<file path="config.mk">
export PLATFORM = sky130hd
export DESIGN_NAME = seg7_scan_flat
export DESIGN_NICKNAME = d
export VERILOG_FILES = /design/src/rtl/seg7_scan_if.sv /design/src/rtl/seg7_scan.sv /design/src/flat_wrapper.sv
export SDC_FILE = /design/constraint.sdc
export NUM_CORES = 1
export LEC_CHECK = 0
export BUFFER_PORTS_ARGS = -buffer_cell sky130_fd_sc_hd__buf_4
export CORE_AREA = 2 2 66 130
export CTS_BUF_LIST = sky130_fd_sc_hd__clkbuf_16
export CTS_CLUSTER_DIAMETER = 80
export DETAILED_ROUTE_END_ITERATION = 7
export DIE_AREA = 0 0 68 132
export PLACE_DENSITY_LB_ADDON = 0.08
export SETUP_SLACK_MARGIN = 0.05
export SYNTH_ARGS = -nofsm -noshare
export SYNTH_HDL_FRONTEND = slang
export SYNTH_SLANG_ARGS = --single-unit
</file>
<file path="constraint.sdc">
create_clock -name clk -period 4.8 [get_ports clk]
set_clock_uncertainty 0.1 [all_clocks]
set_input_delay 0.24 -clock clk [delete_from_list [all_inputs] [get_ports clk]]
set_output_delay 0.24 -clock clk [all_outputs]
set_load 0.03 [all_outputs]
</file>
<file path="src/rtl/seg7_scan_if.sv">
// seg7_scan_if: display channel between the CPU syscall side and the seven-segment scanner
//   data[31:0] value to show, load write strobe, halted syscall-exit level,
//   an[7:0] active-low anodes, seg[7:0] active-low segments {dp,g,f,e,d,c,b,a}
interface seg7_scan_if;
  logic [31:0] data;
  logic        load;
  logic        halted;
  logic [7:0]  an;
  logic [7:0]  seg;
  modport master (output data, load, halted, input an, seg);
  modport slave (input data, load, halted, output an, seg);
endinterface

</file>
<file path="src/rtl/seg7_scan.sv">
// seg7_scan: time-multiplexed eight-digit hex seven-segment driver with load shadow and halt dp
//   clk rising-edge clock, rst async active-high reset, bus slave modport of seg7_scan_if
//   SCAN_DIV dwell cycles per digit (2..2^24-1)
//   SEG7_LEADING_ZERO_BLANK_EN blanks leading-zero digits 1..7 when defined
module seg7_scan #(
  parameter int SCAN_DIV = 100000
) (
  input logic        clk,
  input logic        rst,
  seg7_scan_if.slave bus
);
  localparam logic [6:0] HEX [16] = '{
    7'h40, 7'h79, 7'h24, 7'h30, 7'h19, 7'h12, 7'h02, 7'h78,
    7'h00, 7'h10, 7'h08, 7'h03, 7'h46, 7'h21, 7'h06, 7'h0E
  };
  logic [31:0] shadow_q, shadow_d;
  logic [23:0] pre_q, pre_d;
  logic [2:0]  idx_q, idx_d;
  logic [7:0]  an_q, an_d, seg_q, seg_d;
  logic [3:0]  nib;
  logic        tc, blank;
  always_comb begin
    tc = pre_q == 24'(SCAN_DIV - 1);
    pre_d = tc ? '0 : pre_q + 24'd1;
    idx_d = tc ? idx_q + 3'd1 : idx_q;
    shadow_d = bus.load ? bus.data : shadow_q;
    nib = shadow_q[{idx_q, 2'b00} +: 4];
`ifdef SEG7_LEADING_ZERO_BLANK_EN
    // digit idx is a leading zero when it and every higher nibble are zero
    blank = idx_q != 3'd0 && (shadow_q >> {idx_q, 2'b00}) == 32'd0;
`else
    blank = 1'b0;
`endif
    an_d = ~(8'b1 << idx_q);
    seg_d = {~(idx_q == 3'd0 && bus.halted), blank ? 7'h7F : HEX[nib]};
  end
  always_ff @(posedge clk or posedge rst) begin
    if (rst) begin
      shadow_q <= '0;
      pre_q <= '0;
      idx_q <= '0;
      an_q <= 8'hFF;
      seg_q <= 8'hFF;
    end else begin
      shadow_q <= shadow_d;
      pre_q <= pre_d;
      idx_q <= idx_d;
      an_q <= an_d;
      seg_q <= seg_d;
    end
  end
  assign bus.an = an_q;
  assign bus.seg = seg_q;
endmodule

</file>
<file path="src/flat_wrapper.sv">
// flat-port wrapper written by rule: the top's interface ports become plain ports
module seg7_scan_flat 
#(
  parameter int SCAN_DIV = 100000
)
  (clk, rst, bus_data, bus_load, bus_halted, bus_an, bus_seg);
  seg7_scan_if bus_i ();
  input logic clk;
  input logic rst;
  input wire logic [$bits(bus_i.data)-1:0] bus_data;
  input wire logic [$bits(bus_i.load)-1:0] bus_load;
  input wire logic [$bits(bus_i.halted)-1:0] bus_halted;
  output wire logic [$bits(bus_i.an)-1:0] bus_an;
  output wire logic [$bits(bus_i.seg)-1:0] bus_seg;
  assign bus_i.data = bus_data;
  assign bus_i.load = bus_load;
  assign bus_i.halted = bus_halted;
  assign bus_an = bus_i.an;
  assign bus_seg = bus_i.seg;
  seg7_scan #(.SCAN_DIV(SCAN_DIV)) u_core (.clk(clk), .rst(rst), .bus(bus_i));
endmodule
</file>
==> metrics, run 1 <==
FILL cells=approximately 710; status=complete, no violations; initial antenna violation count=0; Horiz. Die Dim=68 um; final hold vios=0; Final Setup Violations=0; Num CTS Buffers=9; WHS Path Cells=2; DR DRC count=0; post-synthesis cell type count=39; Critical-path top delay cell=dfrtp_1; Synth area leaders=dfrtp_1 42%, dfstp_2 12%, mux2_2 11%; Syn Nets=312; Worst-Margin Slew=746.6 ps; initial DRC count=88; GRT Resource Usage Total=~17%; number of warning messages in the yosys log=0; Synth Register Bits=75; Max Cap Viol=0; detailed placement HPWL=4.943 mm; row cnt=46; worst min path class=primary input to register; total negative setup slack=0 ps; # port buffers=approximately 50; root cell of the clock tree=clkbuf_16; Worst Path Required=4960 ps; Clk Latency, worst-skew pair=330 ps; Util after Layout=a little over half; r2r endpoint=u_core.bus.seg[5]$_DFF_PP1_; Overall Power=1493 uW; wire per inst=around 16 um; unrepaired setup endpoints after global routing=no; ant diodes=0; Slew HR=approximately half; Starting Density=approximately 44%; largest net degree at the start of global routing=between 50 and 60; DR vias=2200; Post-Syn Area=3496 um^2; Post-Syn Area per Cell=13.24 um^2; most numerous cell in the Yosys netlist=dfrtp_1; gr ovfl total=0; vias in the first global route=2300; Placer Congestion=0.7660; final WL=6.700 mm; r2r worst-path depth=7; Post-synth EDFFs=0; clk sinks=75; period utilization=56.53%; Top Metal Used=met4; Yosys top cell area share=42.23%; critical path peak fanout=11; die area=~9000 um^2; asr flop ratio synth=100.0%; Detailed Routing Iterations Pass 1=4; total power divided by cell area=351.0 nW/um^2; Max VDD drop=0.2196 mV; CP startpoint kind=register; first-pass GRT wire length=11.34 mm; vias per cell=5.238; total core area=just under 8000 um^2; Reg2Reg Setup Slack=around 2100 ps; ys flop type=dfrtp_1; Die Y=132 um; Hold Path Sink=u_core.shadow_q[28]$_DFFE_PP0P_; Final Critical Period=2714 ps; synth cell count leaders=59 x dfrtp_1, 35 x mux2_2, 16 x dfstp_2, 15 x nand2_1, 14 x xor2_1; Crit. End Element=register; clock slew at reported path FFs=50 ps; Placed Area=3953 um^2; CTS Buffer Depth=2; leakage=just under 0.002 uW; num ports=52; post-CTS resize count=0; Synth-to-Final Area Change=21.65%; Setup CP Type=register to register; WP data arrival=around 2900 ps; Syn Inst Count=264; Final Cell Area=4253 um^2; RR Startpoint=u_core.idx_q[0]$_DFFE_PP0N_; share of cells above drive strength 1=between 30 and 40%; Setup Fix Bufs, Post-CTS=0; Crit path largest cell delay=660 ps; Critical Path, Cell by Cell=mux4_1 > mux2i_1 > inv_1 > ha_1 > inv_1 > mux2i_1 > a22o_2; met3 routed WL=between 200 and 300 um; CTS tree=done; Final Max Tran Viols=0; Min-Delay Startpoint=bus_data[28]; maximum clock frequency=roughly 0.37 GHz; post-synthesis sequential area ratio=54.26%; post-synth top area cell=dfrtp_1; final net count=367; ANT nets after route=0; Post-Route M1 WL=2.552 mm; met2 routed WL=3.726 mm; CP Launch Point=u_core.idx_q[0]$_DFFE_PP0N_; H-tree Lvls=3
==> power breakdown <==
part	switching (uW)	total (uW)	internal, uW
clock network	241	633	392
logic	79.2	164	84.7
registers	17.9	696	678
total	338	1490	1160
==> critical path: cells and delay by family, from the launching register on <==
family / cells / cell delay [ps]
adder cells (fa/ha/maj): 1 / 250
multiplexers: 3 / 1180
buffers and inverters: 2 / 200
flip-flops: 1 / 660
AO/OA/AOI/OAI: 1 / 270
==> layer usage <==
metal	GRT usage (%)	vias up
li1	-	1042
met1	19.26	1098
met2	28.86	51
met3	4.868	9
met4	8.111	0
met5	0	-
==> placed cells by master (no fill, tap or decap), types with 4 or more instances in the layout <==
master,count
nand4_1,4
buf_4,53
dfstp_2,16
mux2_2,35
inv_1,14
ha_1,12
nand2_1,15
dfrtp_1,59
and4_1,4
xnor2_1,7
nor2_1,10
nand3_1,12
nor3_1,5
mux4_1,5
xor2_1,14
nor4_1,5
clkbuf_16,9
mux2i_1,8
==> final cells by class <==
type,instances,area [um^2],share of cell area [%]
Multi-Input combinational cell,165,1489,35.01
Clock inverter,7,55.05,1.294
Clock buffer,9,225.2,5.296
Tap cell,96,120.1,2.824
Inverter,13,48.80,1.147
Sequential cell,75,1897,44.60
Timing Repair Buffer,55,417.9,9.826
==> metrics by stage <==
stage               hold WS, ps  instances  setup WS [ps]
CTS                       24.64        420           2025
detailed placement        194.9        402           2026
finish                    35.27        420           2086
global route              26.79        420           1831
floorplan                 212.0        264           2520
global placement          188.0        402           2095
==> how the worst max path moves through the flow <==
stage | endpoint | cells past startpoint | slack, ps
global route | u_core.bus.seg[4]$_DFF_PP1_ | 6 | 1830
finish | u_core.bus.seg[5]$_DFF_PP1_ | 7 | 2090
global placement | u_core.bus.seg[5]$_DFF_PP1_ | 7 | 2100
floorplan | u_core.bus.seg[4]$_DFF_PP1_ | 7 | 2520
detailed placement | u_core.bus.seg[5]$_DFF_PP1_ | 7 | 2030
CTS | u_core.bus.seg[5]$_DFF_PP1_ | 7 | 2020
==> timing repair <==
| action | CTS | global route |
|---|---|---|
| endpoints found under the setup margin | 0 | 0 |
| hold buffers | 2 | 0 |
| hold endpoints to repair | 15 | 0 |
==> cell families (layout without fill, tap and decap cells) <==
kind of cell	after synthesis	count (layout)	share of synthesized area, %
xor gates and xnor gates	21	21	5.261
DFF	75	75	54.26
buffers and inverters	24	84	3.149
and+or+nand+nor	66	66	9.843
muxes	54	54	20.97
AOI/OAI and AO/OA	12	12	2.219
adders and majority gates	12	12	4.295
==> flip-flops by register name, summed over array words and instances, names as in the netlist <==
register	count
u_core.bus.an	8
u_core.bus.seg	8
u_core.idx_q	3
u_core.pre_q	24
u_core.shadow_q	32
Note: power is estimated with default switching activity, not from simulation.
==> run 2: changes to the inputs <==
==> constraint.sdc (replaced) <==
create_clock -name clk -period 2.8 [get_ports clk]
set_clock_uncertainty 0.1 [all_clocks]
set_input_delay 0.14 -clock clk [delete_from_list [all_inputs] [get_ports clk]]
set_output_delay 0.14 -clock clk [all_outputs]
set_load 0.03 [all_outputs]
==> run 2 against run 1 <==
Largest cell class unchanged; non-clock buffer count grew 37; first-iteration DRC count grew 33%; sequential share of layout area shrank 3.3 points.
==> metrics, run 2 (synthesis gave the netlist of run 1 again) <==
status=complete, no violations; Final Setup Violations=0; Placed Area=4003 um^2; DR DRC count=0; Critical-path top delay cell=mux4_1; Top reg by flops=u_core.shadow_q; critical path peak fanout=9; # port buffers=51; Starting Density=between 40% and 50%; Detailed Routing Iterations Pass 1=4; initial antenna violation count=0; Slew HR=approximately three fifths; WHS Path Cells=2; first-pass GRT wire length=11.98 mm; Die Y=132 um; Final WS setup=a little under 400 ps; detailed placement HPWL=5.163 mm; Util after Layout=a little under 60%; Final Critical Period=roughly 2400 ps; max reg flops=32; FILL cells=around 680; Worst-Margin Slew=about 600 ps; biggest regs=u_core.shadow_q (32), u_core.pre_q (24); Min-Delay Startpoint=bus_load; unrepaired setup endpoints after global routing=no; Worst Setup Slack post-DPL=361.0 ps; initial DRC count=117; die area=roughly 9000 um^2; Placer Congestion=roughly 0.76; GRT Resource Usage Total=between 10% and 20%; leakage=0.002084 uW; Crit. End Element=register; r2r endpoint=u_core.bus.seg[0]$_DFF_PP1_; maximum clock frequency=slightly above 0.4 GHz; total power divided by cell area=543.0 nW/um^2; RR Startpoint=u_core.idx_q[0]$_DFFE_PP0N_; gr ovfl total=0; wire per inst=roughly 15 um; total core area=7943 um^2; period utilization=86.06%; ANT nets after route=0; Hold Path Sink=u_core.shadow_q[30]$_DFFE_PP0P_; final WL=6.964 mm; Critical Path, Cell by Cell=mux4_1 > mux2i_1 > buf_4 > inv_1 > ha_1 > and3_1 > a211o_1; final hold vios=0; final net count=a little over 400; num ports=52; CP startpoint kind=register; DR vias=2327; Setup Fix Bufs, Post-CTS=0; clock slew at reported path FFs=50 ps; Final Max Tran Viols=0; H-tree Lvls=3; Synth-to-Final Area Change=31.50%; ant diodes=0; vias in the first global route=2536; vias per cell=5.092; Clk Latency, worst-skew pair=320 ps; cts hold-fix bufs=34; Setup CP Type=register to register; Max Cap Viol=0; r2r worst-path depth=7; Reg2Reg Setup Slack=390 ps; Num CTS Buffers=9; Final Cell Area=4597 um^2; clk sinks=75; share of cells above drive strength 1=35.73%; row cnt=46; Max VDD drop=0.4294 mV; root cell of the clock tree=clkbuf_16; Horiz. Die Dim=68 um; Crit path largest cell delay=600 ps; WP data arrival=2560 ps; most common cell after layout, fill and taps aside=dfrtp_1; largest net degree at the start of global routing=50; post-CTS resize count=0; CTS Buffer Depth=2; total negative setup slack=0 ps; worst min path class=primary input to register; commonest non-fill, non-tap cells in the layout=59 x dfrtp_1, 57 x buf_4, 35 x mux2_2; CTS tree=done; Worst Path Required=approximately 3000 ps
## run 2: cell type report
cell class | count | area, um^2 | area share (%)
clock inverter | 7 | 28.78 | 0.6260
clock buffer | 9 | 225.2 | 4.899
timing repair buffer | 92 | 788.3 | 17.15
tap | 96 | 120.1 | 2.613
sequential | 75 | 1897 | 41.26
multi-input combinational | 165 | 1489 | 32.39
inverter | 13 | 48.80 | 1.062
## run 2: power by group
group	leakage, uW	switching (uW)	total [uW]	internal (uW)
Sequential	0.000905	30.8	1190	1160
Combinational	0.00104	146	327	182
Clock	0.000138	397	976	579
Total	0.00208	573	2500	1920
## run 2: routing by layer
layer  wire length [um]  GRT usage, %  vias up
met1               2466         18.36     1163
met3                217         3.672        7
li1                   -             -     1111
met2               4151         33.23       46
met4                129         8.000        0
met5                  0             0        -
## run 2: through the flow
step	cells	hold WS, ps	total power (uW)
CTS	457	251.2	2537
global route	457	271.0	2612
detailed placement	407	151.0	1507
floorplan	264	112.0	1392
global placement	407	138.5	1499
finish	457	252.9	2496
## run 2: critical path, delay by kind of cell (launching register included)
kind | cells | cell delay (ps)
DFF | 1 | 570
muxes | 2 | 810
adders and majority gates | 1 | 220
AOI/OAI and AO/OA | 1 | 230
and+or+nand+nor | 1 | 160
buffers and inverters | 2 | 250
## run 2: how the worst max path moves through the flow
stage / startpoint / endpoint / depth (start not counted) / slack [ps]
final: u_core.idx_q[0]$_DFFE_PP0N_ / u_core.bus.seg[0]$_DFF_PP1_ / 7 / 390
after global routing: u_core.idx_q[0]$_DFFE_PP0N_ / u_core.bus.seg[0]$_DFF_PP1_ / 7 / 230
after CTS: u_core.idx_q[0]$_DFFE_PP0N_ / u_core.bus.seg[0]$_DFF_PP1_ / 7 / 350
after detailed placement: u_core.idx_q[0]$_DFFE_PP0N_ / u_core.bus.seg[0]$_DFF_PP1_ / 7 / 360
after global placement: u_core.idx_q[0]$_DFFE_PP0N_ / u_core.bus.seg[0]$_DFF_PP1_ / 7 / 370
after floorplan: u_core.idx_q[0]$_DFFE_PP0N_ / u_core.bus.seg[4]$_DFF_PP1_ / 7 / 520
==> run 3: changes to the inputs <==
==> constraint.sdc (replaced) <==
create_clock -name clk -period 2.8 [get_ports clk]
set_clock_uncertainty 0.1 [all_clocks]
set_input_delay 0.42 -clock clk [delete_from_list [all_inputs] [get_ports clk]]
set_output_delay 0.42 -clock clk [all_outputs]
set_load 0.03 [all_outputs]
==> run 3 against run 2 <==
Final area down 6.8%; sequential power about the same; first-iteration DRC count down 20%; routed wire length down 4.1%; highest routed layer unchanged; register-to-register slack better by 40 ps; count of clock-buffer cells in the layout unchanged; sequential share of layout area up 3.0 points; setup slack better by 37 ps; clock power up 12%; sequential cell count unchanged; final cell count down 7.4%.
==> metrics, run 3 (synthesis gave the netlist of run 1 again) <==
vias per cell=approximately 5.2; Detailed Routing Iterations Pass 1=3; Crit path largest cell delay=610 ps; unrepaired setup endpoints after global routing=no; clock slew at reported path FFs=around 60 ps; Sw Pwr=slightly below 600 uW; CP startpoint kind=register; clock network fraction of design power=~42%; Setup Fix Bufs, Post-CTS=0; largest net degree at the start of global routing=51; critical path peak fanout=9; GRT Resource Usage Total=approximately 17%; total core area=7943 um^2; CP Buf/Inv Count=2; ant diodes=0; Top reg by flops=u_core.shadow_q; cts hold-fix bufs=0; Critical Path, Cell by Cell=mux4_1 > mux2i_1 > buf_4 > inv_1 > ha_1 > mux2_2 > o21ai_0; row cnt=46; Num CTS Buffers=9; num ports=52; max reg flops=32; Worst-Margin Slew=565.0 ps; initial DRC count=between 90 and 100; H-tree Lvls=3; ANT nets after route=0; die area=around 9000 um^2; CP Launch Point=u_core.idx_q[0]$_DFFE_PP0N_; Max VDD drop=between 0.3 and 0.4 mV; post-CTS resize count=0; clk sinks=75; final net count=370; DR vias=2199; share of cells above drive strength 1=39.76%; Horiz. Die Dim=68 um; Final Setup Violations=0; root cell of the clock tree=clkbuf_16; status=complete, no violations; wire per inst=15.78 um; r2r endpoint=u_core.bus.seg[4]$_DFF_PP1_; RR Startpoint=u_core.idx_q[0]$_DFFE_PP0N_; initial antenna violation count=0; Placer Congestion=0.7251; maximum clock frequency=~0.42 GHz; Critical-path top delay cell=mux4_1; first-pass GRT wire length=between 10 and 15 mm; total negative setup slack=0 ps; Sw Share=22.56%; Combinational Power Share=11.3%; vias in the first global route=2340; Util after Layout=between 50% and 60%; most common cell after layout, fill and taps aside=dfrtp_1; commonest non-fill, non-tap cells in the layout=59 x dfrtp_1, 57 x buf_4, 35 x mux2_2; Final Max Tran Viols=0; Max Cap Viol=0; worst min path class=primary input to async pin; Clk Latency, worst-skew pair=330 ps; cell family with most CP delay=multiplexers; Setup CP Type=register to register; FILL cells=712; WP data arrival=2520 ps; CTS Buffer Depth=2; Levels on crit path=7; Reg2Reg Setup Slack=430 ps; Die Y=~130 um; biggest regs=u_core.shadow_q (32), u_core.pre_q (24); Crit. End Element=register; gr ovfl total=0; CTS tree=done; internal power=1986 uW; r2r worst-path depth=7; # port buffers=51; Overall Power=2564 uW; Flop pwr share=46.4%; Slew HR=62.28%; Worst Path Required=between 2000 and 3000 ps; detailed placement HPWL=roughly 5 mm; total power divided by cell area=598.7 nW/um^2; period utilization=84.74%; DR DRC count=0; Synth-to-Final Area Change=22.51%; final hold vios=0; leakage=slightly below 0.002 uW; Final Critical Period=2373 ps; Starting Density=~44%; final WL=6.676 mm
run 3: cell count changes in the layout (fill, tap and decap cells not counted), sizes merged:
cell / delta
clkinv: -1
bufinv: +1
dlygate4sd3: -34
run 3: how the worst max path moves through the flow:
| stage | end | slack, ps |
|---|---|---|
| after CTS | u_core.bus.seg[0]$_DFF_PP1_ | 400 |
| after floorplan | u_core.idx_q[0]$_DFFE_PP0N_ | 400 |
| final | u_core.bus.seg[4]$_DFF_PP1_ | 430 |
| after global placement | u_core.bus.seg[0]$_DFF_PP1_ | 430 |
| after global routing | u_core.bus.seg[4]$_DFF_PP1_ | 260 |
| after detailed placement | u_core.bus.seg[0]$_DFF_PP1_ | 410 |
run 3: power by group through the flow:
stage	Combinational (uW)	Sequential (uW)	Clock, uW
2_1_floorplan	154	1240	0
3_3_place_gp	289	1210	0
3_5_place_dp	294	1210	0
4_1_cts	295	1190	1120
5_1_grt	316	1200	1180
6_report	289	1190	1090
run 3: final cells by class:
cell class | count | area [um^2] | share of cell area (%)
Tap cell | 96 | 120.1 | 2.805
Clock inverter | 7 | 55.05 | 1.285
Clock buffer | 9 | 225.2 | 5.259
Sequential cell | 75 | 1897 | 44.29
Inverter | 13 | 48.80 | 1.139
Multi-Input combinational cell | 165 | 1489 | 34.76
Timing Repair Buffer | 58 | 447.9 | 10.46
run 3: metrics by stage:
step / setup WS, ps / cell area, um^2 / instances / hold WS (ps)
floorplan: 396.5 / 3496 / 264 / 342.9
global placement: 434.0 / 4003 / 407 / 365.7
detailed placement: 409.3 / 4003 / 407 / 367.8
CTS: 397.0 / 4283 / 423 / 65.04
global route: 258.2 / 4283 / 423 / 91.85
finish: 427.3 / 4283 / 423 / 48.49
run 3: metal layers:
layer | vias to the layer above | track usage [%] | wire length [um]
li1 | 1048 | - | -
met1 | 1100 | 19.29 | 2488
met3 | 12 | 4.270 | 217
met5 | - | 0 | 0
met2 | 39 | 28.91 | 3827
met4 | 0 | 8.000 | 144
